File: config.mk
export PLATFORM = sky130hd
export DESIGN_NAME = sbox_pipe
export DESIGN_NICKNAME = d
export VERILOG_FILES = /design/src/rtl/sbox_pkg.sv /design/src/rtl/sbox_pipe_lane.sv /design/src/rtl/sbox_pipe.sv
export SDC_FILE = /design/constraint.sdc
export NUM_CORES = 1
export LEC_CHECK = 0
export ABC_AREA = 1
export BUFFER_PORTS_ARGS = -buffer_cell sky130_fd_sc_hd__buf_4
export CAP_MARGIN = 15
export CORE_MARGIN = 2
export CORE_UTILIZATION = 58
export CTS_CLUSTER_DIAMETER = 30
export DETAILED_ROUTE_END_ITERATION = 10
export GPL_TIMING_DRIVEN = 0
export PLACE_DENSITY = 0.77
export SLEW_MARGIN = 20
export SYNTH_ARGS = -nofsm -noshare
export SYNTH_HDL_FRONTEND = slang
export SYNTH_SLANG_ARGS = --single-unit
File: constraint.sdc
create_clock -name clk -period 3.1 [get_ports clk]
set_clock_uncertainty 0.05 [all_clocks]
set_input_delay 0 -clock clk [delete_from_list [all_inputs] [get_ports clk]]
set_output_delay 0 -clock clk [all_outputs]
set_load 0.05 [all_outputs]
File: src/rtl/sbox_pkg.sv
// Field helpers for the pipelined AES S-box: GF(2^4) mod x^4+x+1, GF((2^4)^2) mod y^2+y+lambda.
// Pure functions only; no latency or backpressure of their own.
// Iso columns are the powers beta^0..beta^7 of a root beta=0x5F of the AES polynomial in the composite field.
package sbox_pkg;

    localparam logic [8:0] GF_POLY    = 9'h11B;
    localparam logic [3:0] GF4_LAMBDA = 4'hC;

    // column i = image of bit i; AES -> composite and composite -> AES
    localparam logic [63:0] ISO_FWD = {8'hD7, 8'h4E, 8'h9B, 8'h44, 8'h2E, 8'h21, 8'h5F, 8'h01};
    localparam logic [63:0] ISO_INV = {8'h32, 8'h4D, 8'h05, 8'h43, 8'hB0, 8'h5D, 8'hE0, 8'h01};

    function automatic logic [7:0] lin_map(input logic [63:0] cols, input logic [7:0] x);
        logic [7:0] y;
        y = '0;
        for (int i = 0; i < 8; i++) begin
            if (x[i]) y = y ^ cols[8*i +: 8];
        end
        return y;
    endfunction

    function automatic logic [7:0] aff_fwd(input logic [7:0] b);
        return b ^ {b[6:0], b[7]} ^ {b[5:0], b[7:6]} ^ {b[4:0], b[7:5]} ^ {b[3:0], b[7:4]} ^ 8'h63;
    endfunction

    function automatic logic [7:0] aff_inv(input logic [7:0] s);
        return {s[6:0], s[7]} ^ {s[4:0], s[7:5]} ^ {s[1:0], s[7:2]} ^ 8'h05;
    endfunction

    function automatic logic [7:0] map_fwd(input logic [7:0] x);
        return lin_map(ISO_FWD, x);
    endfunction

    function automatic logic [7:0] map_inv(input logic [7:0] x);
        return lin_map(ISO_FWD, aff_inv(x));
    endfunction

    function automatic logic [7:0] post_fwd(input logic [7:0] y);
        return aff_fwd(lin_map(ISO_INV, y));
    endfunction

    function automatic logic [7:0] post_inv(input logic [7:0] y);
        return lin_map(ISO_INV, y);
    endfunction

    function automatic logic [3:0] gf4_mul(input logic [3:0] a, input logic [3:0] b);
        logic [3:0] p;
        logic [3:0] s;
        p = '0;
        s = a;
        for (int i = 0; i < 4; i++) begin
            if (b[i]) p = p ^ s;
            s = {s[2:0], 1'b0} ^ (s[3] ? 4'h3 : 4'h0);
        end
        return p;
    endfunction

    function automatic logic [3:0] gf4_sq_scale(input logic [3:0] a);
        return gf4_mul(gf4_mul(a, a), GF4_LAMBDA);
    endfunction

    function automatic logic [3:0] gf4_inv(input logic [3:0] a);
        logic [3:0] r;
        case (a)
            4'h1: r = 4'h1;  4'h2: r = 4'h9;  4'h3: r = 4'hE;  4'h4: r = 4'hD;
            4'h5: r = 4'hB;  4'h6: r = 4'h7;  4'h7: r = 4'h6;  4'h8: r = 4'hF;
            4'h9: r = 4'h2;  4'hA: r = 4'hC;  4'hB: r = 4'h5;  4'hC: r = 4'hA;
            4'hD: r = 4'h4;  4'hE: r = 4'h3;  4'hF: r = 4'h8;
            default: r = 4'h0;
        endcase
        return r;
    endfunction

endpackage

File: src/rtl/sbox_pipe_lane.sv
// One byte lane of the S-box pipe: input map -> GF(2^4) inversion -> output map.
// Latency 3 register stages; each stage loads only when its advance enable is high.
// No handshake here: the parent supplies adv1..adv3 and the per-stage modes.
module sbox_pipe_lane
    import sbox_pkg::*;
(
    input  logic       clk,
    input  logic       rst,
    input  logic       adv1,
    input  logic       adv2,
    input  logic       adv3,
    input  logic       mode1,
    input  logic       mode3,
    input  logic [7:0] din,
    output logic [7:0] dout
);

    logic [7:0] s1_q;
    logic [3:0] s2_dinv_q;
    logic [3:0] s2_hi_q;
    logic [3:0] s2_sum_q;
    logic [7:0] s3_q;

    logic [3:0] hi;
    logic [3:0] lo;
    logic [3:0] d;
    logic [7:0] inv_c;

    // d is the GF(2^4) norm; d=0 only for a zero byte, and inv(0)=0 keeps S(0)=0x63
    always_comb begin
        hi    = s1_q[7:4];
        lo    = s1_q[3:0];
        d     = gf4_sq_scale(hi) ^ gf4_mul(hi, lo) ^ gf4_mul(lo, lo);
        inv_c = {gf4_mul(s2_hi_q, s2_dinv_q), gf4_mul(s2_sum_q, s2_dinv_q)};
    end

    always_ff @(posedge clk) begin
        if (rst) begin
            s1_q      <= '0;
            s2_dinv_q <= '0;
            s2_hi_q   <= '0;
            s2_sum_q  <= '0;
            s3_q      <= '0;
        end else begin
            if (adv1) s1_q <= mode1 ? map_inv(din) : map_fwd(din);
            if (adv2) begin
                s2_dinv_q <= gf4_inv(d);
                s2_hi_q   <= hi;
                s2_sum_q  <= hi ^ lo;
            end
            if (adv3) s3_q <= mode3 ? post_inv(inv_c) : post_fwd(inv_c);
        end
    end

    assign dout = s3_q;

endmodule

File: src/rtl/sbox_pipe.sv
// Multi-lane AES SubBytes/InvSubBytes engine, per-beat mode; optional beat counter under SBOX_PIPE_CNT_EN.
// Latency 3 cycles, 1 beat/cycle; outputs registered.
// Fully stalling: in_ready = combinational advance chain from out_ready, bubbles collapse.
module sbox_pipe
    import sbox_pkg::*;
#(
    parameter int LANES = 4
) (
    input  logic               clk,
    input  logic               rst,
    input  logic               in_valid,
    output logic               in_ready,
    input  logic               in_mode,
    input  logic [8*LANES-1:0] in_data,
    output logic               out_valid,
    input  logic               out_ready,
    output logic               out_mode,
    output logic [8*LANES-1:0] out_data,
    output logic [31:0]        xfer_cnt
);

    logic v1, v2, v3;
    logic m1, m2, m3;
    logic adv1, adv2, adv3;

    assign adv3     = !v3 || out_ready;
    assign adv2     = !v2 || adv3;
    assign adv1     = !v1 || adv2;
    assign in_ready = adv1;

    always_ff @(posedge clk) begin
        if (rst) begin
            v1 <= 1'b0;  v2 <= 1'b0;  v3 <= 1'b0;
            m1 <= 1'b0;  m2 <= 1'b0;  m3 <= 1'b0;
        end else begin
            if (adv1) begin
                v1 <= in_valid;
                m1 <= in_mode;
            end
            if (adv2) begin
                v2 <= v1;
                m2 <= m1;
            end
            if (adv3) begin
                v3 <= v2;
                m3 <= m2;
            end
        end
    end

    for (genvar g = 0; g < LANES; g++) begin : g_lane
        sbox_pipe_lane u_lane (
            .clk   (clk),
            .rst   (rst),
            .adv1  (adv1),
            .adv2  (adv2),
            .adv3  (adv3),
            .mode1 (in_mode),
            .mode3 (m2),
            .din   (in_data[8*g +: 8]),
            .dout  (out_data[8*g +: 8])
        );
    end

    assign out_valid = v3;
    assign out_mode  = m3;

`ifdef SBOX_PIPE_CNT_EN
    logic [31:0] cnt_q;

    always_ff @(posedge clk) begin
        if (rst) cnt_q <= '0;
        else if (v3 && out_ready) cnt_q <= cnt_q + 32'd1;
    end

    assign xfer_cnt = cnt_q;
`else
    assign xfer_cnt = '0;
`endif

endmodule

## Yosys cells after proc, flatten, opt, wreduce, memory -nomap -nowiden

Memory sizes are Yosys's and may differ from the RTL's. A register that Yosys moved wholly into a read port is not among the register bits.
Index checks and enable logic that the tools add are counted.

- Multiplexer cells: 420
- Bitwise gates (word level): 252
- Reduce and logical (&&, ||, !) cells: 6

Operators by type and width:

| cell | number |
|---|---|
| $mux W8 | 208 |
| $xor A4 B4 Y4 | 136 |
| $mux W4 | 80 |
| $mux W7 | 36 |
| $xor A8 B8 Y8 | 24 |
| $mux W2 | 60 |
| $mux W6 | 20 |
| $not A4 Y4 | 24 |
| $not A6 Y6 | 16 |
| $not A5 Y5 | 12 |
| $not A2 Y2 | 24 |
| $not A3 Y3 | 16 |
| $mux W1 | 12 |
| $mux W3 | 4 |
| $logic_not A1 Y1 | 3 |
| $logic_or A1 B1 Y1 | 3 |

- Register bits: 102
- ROM bits: 256
- Bits of input ports: 37
- Output and inout bits: 67
- Word-level logic and storage cells: 704
- Memories: 4

Memories:

| memory | words | bits a word | read ports | clocked after Yosys merged registers in | write ports | RTL line | source |
|---|---|---|---|---|---|---|---|
| (name not given) | 16 | 4 | 1 | 1 | 0 | sbox_pkg.sv:64 | `case (a)` |
| (name not given) | 16 | 4 | 1 | 1 | 0 | sbox_pkg.sv:64 |  |
| (name not given) | 16 | 4 | 1 | 1 | 0 | sbox_pkg.sv:64 |  |
| (name not given) | 16 | 4 | 1 | 1 | 0 | sbox_pkg.sv:64 |  |

## Depth between registers and ports, before layout

- Depth in word-level cells: 45
- Mapped depth: 23
- Depth with buffers taken out: 23

## Modules after synthesis

From an unflattened synthesis, not the netlist that was laid out.

- Cell total of the unflattened synthesis: 2373
- Area total of the unflattened synthesis: 14367.5 µm²

By module, submodules not included:

| module | instances | cells an instance | area an instance (µm²) | seq. area each (µm²) |
|---|---|---|---|---|
| sbox_pipe_lane at g_lane[3].u_lane | 1 | 597 | 3570.9 | 560.5 |
| sbox_pipe_lane at g_lane[2].u_lane | 1 | 585 | 3453.3 | 560.5 |
| sbox_pipe_lane at g_lane[1].u_lane | 1 | 548 | 3438.3 | 560.5 |
| sbox_pipe_lane at g_lane[0].u_lane | 1 | 580 | 3419.5 | 560.5 |
| sbox_pipe | 1 | 63 | 485.5 | 120.1 |

## Worst setup path after synthesis

No wires, ideal clock.

- Path type: reg-to-reg
- Start: register g_lane[0].u_lane.s1_q[4]
- End: register g_lane[0].u_lane.s2_dinv_q[3]
- Setup time: 0.109 ns
- Data arrival time: 2.715 ns
- Required time: 2.941 ns
- Path slack: 0.225 ns
- Stages on the path, launching flop included: 17
- Path buffers: 0
- Period minus slack after synthesis: 2.875 ns
- Cell sequence: dfxtp_1 -> ha_1 -> or2_2 -> nand2_1 -> xnor2_1 -> nand2_1 -> nand2_1 -> xor2_1 -> xor2_1 -> xnor2_1 -> inv_1 -> ha_1 -> a21oi_1 -> o31ai_1 -> nand3_1 -> nand2_1 -> inv_1

- Cells in the longest elaborated chain, start to end: 14
- Elaborated cells on any way between the ends: 26
- Classes of those cells: mux (11); bitwise (15)

RTL lines:

| element | RTL line | source |
|---|---|---|
| start: declaration | sbox_pipe_lane.sv:18 | `logic [7:0] s1_q;` |
| start signal: assignment | sbox_pipe_lane.sv:45 | `if (adv1) s1_q <= mode1 ? map_inv(din) : map_fwd(din);` |
| $mux W4 / $xor A4 B4 Y4 (equally long branches) | sbox_pkg.sv:52, sbox_pkg.sv:53 |  |
| $xor A4 B4 Y4 | sbox_pkg.sv:52 | `if (b[i]) p = p ^ s;` |
| $mux W4 | sbox_pkg.sv:52 |  |
| $xor A4 B4 Y4 | sbox_pkg.sv:52 |  |
| $mux W4 | sbox_pkg.sv:52 |  |
| $xor A4 B4 Y4 | sbox_pkg.sv:52 |  |
| $mux W4 | sbox_pkg.sv:52 |  |
| $xor A4 B4 Y4 / $mux W2 (equally long branches) (2 in a row) | sbox_pkg.sv:53 | `s = {s[2:0], 1'b0} ^ (s[3] ? 4'h3 : 4'h0);` |
| $mux W2 / $xor A4 B4 Y4 (equally long branches) | sbox_pkg.sv:53 |  |
| $xor A4 B4 Y4 | sbox_pkg.sv:53 |  |
| $xor A4 B4 Y4 | sbox_pkg.sv:52 |  |
| $xor A4 B4 Y4 * (2 in a row) | sbox_pipe_lane.sv:33 | `d = gf4_sq_scale(hi) ^ gf4_mul(hi, lo) ^ gf4_mul(lo, lo);` |
| end: declaration | sbox_pipe_lane.sv:19 | `logic [3:0] s2_dinv_q;` |

Mark *: on every way between the ends. The rest lies on a longest branch, timed or not.
A chain may end at the register's enable or synchronous reset.

## Final worst setup path

- Start: register g_lane[0].u_lane.s1_q[4]
- End: register g_lane[0].u_lane.s2_dinv_q[0]

Same word-level chain as after synthesis.

==> impl_metrics.py <==
metrics = {
    "run_status": {
        "status": "finished, final reports clean",
    },
    "die": {
        "dieWidth_um": 159,
        "io_pins": 104,
        "initial_core_util": 0.591,
        "rows": 56,
        "die_y_um": 159,
        "dieArea_mm2": 0.0252,
        "core_region_area_mm2": 0.0235,
    },
    "synthesis": {
        "ys_top_cells_by_area": "nand2_1 (19%), dfxtp_1 (17%), xor2_1 (12%)",
        "ys_seq_elements": 118,
        "yosysWarnings": 0,
        "yosysMostFrequentCell": "nand2_1",
        "ys.flop_type": "dfxtp_1",
        "yosysTopAreaCellShare": 0.189,
        "synth-edff-count": 0,
        "yosysSeqAreaShare": 0.170,
        "yosysTopAreaCell": "nand2_1",
        "synth_area_mm2": 0.0139,
        "async_flop_share": 0,
        "syn_avg_cell_area_um2": 6.17,
        "ys_top_cells_by_count": "nand2_1 (697), inv_1 (221), xor2_1 (187), nand3_1 (167), o21ai_0 (134)",
        "synthesis.instances": 2246,
        "synth_cell_type_count": 50,
    },
    "route": {
        "drtPass1Iterations": 6,
        "wl_mm": 35.5,
        "drc": 0,
        "via_count": 13900,
        "viasPerCell": 5.14,
        "drt_iter0_markers": 1029,
        "routedWlPerCell_um": 13.1,
        "antenna_left": 0,
    },
    "placed_design": {
        "hpwl_mm": 27.7,
        "placed_area_mm2": 0.0149,
        "gp_congestion": 0.924,
        "dp_slack_ps": -249,
        "portBuffers": 63,
        "placed_cells": 2659,
    },
    "pwr": {
        "total_power_mw": 15.7,
        "p_leak_nw": 7.89,
        "ir_drop_mv": 0.538,
        "powerDensity_mw_per_mm2": 1000,
    },
    "setup_path": {
        "timing_worst_setup_path_type": "flip-flop to flip-flop",
        "worst_setup_path_start_kind": "flip-flop",
        "crit_chain": "ha_2 -> or2_2 -> nand2_1 -> xnor2_1 -> nand2_1 -> nand2_2 -> xor2_1 -> xor2_1 -> xnor2_2 -> buf_4 -> ha_1 -> o211ai_1 -> nand3_1 -> nand2_1 -> inv_1",
        "critical-path-slowest-cell": "dfxtp_4",
        "cp_common_cell": "nand2_1",
        "crit_cells": 15,
        "endpoint_kind": "flip-flop",
        "cp.required_ps": 3380,
        "worst-path-buf-inv": 2,
        "ff2ff_path_depth": 15,
        "slowest_delay_ps": 390,
        "crit_family": "simple AND/OR/NAND/NOR gates",
        "crit_arrival_ps": 3230,
        "path_max_fanout": 7,
    },
    "clocking": {
        "cts_tree": "built",
        "cts_root_buffer": "clkbuf_16",
        "clock_sinks": 118,
        "cts_buffers": 17,
        "clockBufferDepth": 2,
        "cts.clk_slew.worst_paths_ps": 60,
        "clkLatencyLatePin_ps": 430,
        "cts_max_level": 4,
    },
    "timing": {
        "setup_viol": 0,
        "drv_slew": 0,
        "setup_ws_ps": 157,
        "fmax_mhz": 340,
        "worstMarginPinSlew_ps": 1010,
        "maxSlewHeadroom": 0.327,
        "period_needed_ps": 2940,
        "rsz0062_at_grt": "false",
        "hold_viol_final": 0,
        "fin_crit_sh": 0.949,
    },
    "final_layout": {
        "stdcell_count": 2708,
        "post_route_cells_drive_above_1_share": 0.132,
        "num-nets-final": 2460,
        "final_area_mm2": 0.0156,
        "synthToLayoutAreaGrowth_pct": 12.8,
    },
    "global_route": {
        "grt_pass1_wl_mm": 57.9,
        "grt_use_total": 0.283,
        "grt_pass1_vias": 12400,
        "grt-ovfl-total": 0,
        "grt_max_degree": 17,
        "antenna_found_initial": 0,
    },
    "hold_path": {
        "hold_path_depth": 5,
        "hp-class": "primary input to flip-flop",
    },
    "job": {
        "max-cap-violations": 0,
    },
}
-- final timing paths --
check | start | endpoint | slack (ps)
worst max-delay path | g_lane[0].u_lane.s1_q[4] | g_lane[0].u_lane.s2_dinv_q[0] | 160
worst min-delay path | in_data[19] | g_lane[2].u_lane.s1_q[2] | 40
worst max register to register | g_lane[0].u_lane.s1_q[4] | g_lane[0].u_lane.s2_dinv_q[0] | 160
worst min register to register | v2 | out_valid | 440
-- cell usage in the layout, fill, tap and decap left out, types with 32 or more instances in the layout --
cell / instances
nand2_1: 695
inv_1: 220
xor2_1: 181
nand3_1: 167
o21ai_0: 134
xnor2_1: 130
buf_4: 117
dfxtp_1: 114
a21oi_1: 104
nor2_1: 86
ha_1: 46
clkbuf_1: 44
inv_2: 42
nand2_2: 42
conb_1: 32
-- where the power goes --
| part | internal, mW | switching, mW | leakage [nW] |
|---|---|---|---|
| registers | 1.94 | 0.321 | 0.981 |
| clock network | 1.10 | 0.801 | 0.263 |
| logic | 4.22 | 7.29 | 6.65 |
| total | 7.27 | 8.41 | 7.89 |
-- registers in the layout (all words and copies together) (netlist names) --
signal	count
g_lane.u_lane.s2_sum_q	16
out_mode	1
v1	1
v2	1
g_lane.u_lane.dout	32
g_lane.u_lane.s1_q	32
m2	1
g_lane.u_lane.s2_hi_q	16
g_lane.u_lane.s2_dinv_q	16
out_valid	1
m1	1
-- worst register-to-register path, cell delays in order, from the launching register on --
cell	delay, ps
dfxtp_4	390
ha_2	320
or2_2	280
nand2_1	80
xnor2_1	120
nand2_1	90
nand2_2	100
xor2_1	200
xor2_1	250
xnor2_2	110
buf_4	160
ha_1	290
o211ai_1	190
nand3_1	100
nand2_1	80
inv_1	40
-- layer usage --
layer / share of wire / vias to the layer above / GRT usage
li1: - / 7262 / -
met1: 0.45 / 6166 / 0.356
met2: 0.47 / 421 / 0.489
met3: 0.055 / 61 / 0.0435
met4: 0.026 / 0 / 0.102
met5: 0 / - / 0
-- cell families (layout without fill, tap and decap cells) --
kind of cell	count (synthesis)	count (layout)	synth area share
multiplexers	1	1	0.000722
other	1	34	0.000271
flip-flops	118	118	0.170
AO/OA/AOI/OAI	317	317	0.126
buffers and inverters	382	492	0.118
AND/OR/NAND/NOR	1040	1040	0.315
adder cells (fa/ha/maj)	49	49	0.0442
XOR/XNOR	338	338	0.226
-- through the flow --
step,util,setup TNS (ps),hold WS [ps]
final,0.666,0,35.5
after global routing,0.666,0,76.2
after CTS,0.661,0,31.0
after detailed placement,0.633,-647,192
after global placement,0.633,-171,205
after floorplan,-,0,74.1
-- cell type report --
| class | instances | area [um2] |
|---|---|---|
| multi-input cells | 1777 | 10100 |
| fillers | 2152 | 7840 |
| flip-flops and latches | 118 | 2370 |
| inverters | 264 | 991 |
| plain buffers | 118 | 648 |
| repair buffers | 78 | 603 |
| clock buffers | 18 | 429 |
| well taps | 319 | 399 |
| clock inverters | 14 | 128 |
| diodes | 2 | 5.00 |
-- timing repair --
| action | CTS | global route |
|---|---|---|
| buffers inserted | 1 | 7 |
| pin swaps | 1 | 6 |
| hold buffers | 7 | 0 |
| endpoints found under the setup margin | 10 | 17 |
| hold endpoints to repair | 11 | 0 |
| gates resized for setup | 7 | 15 |
Power figures use the tool's default switching activity.
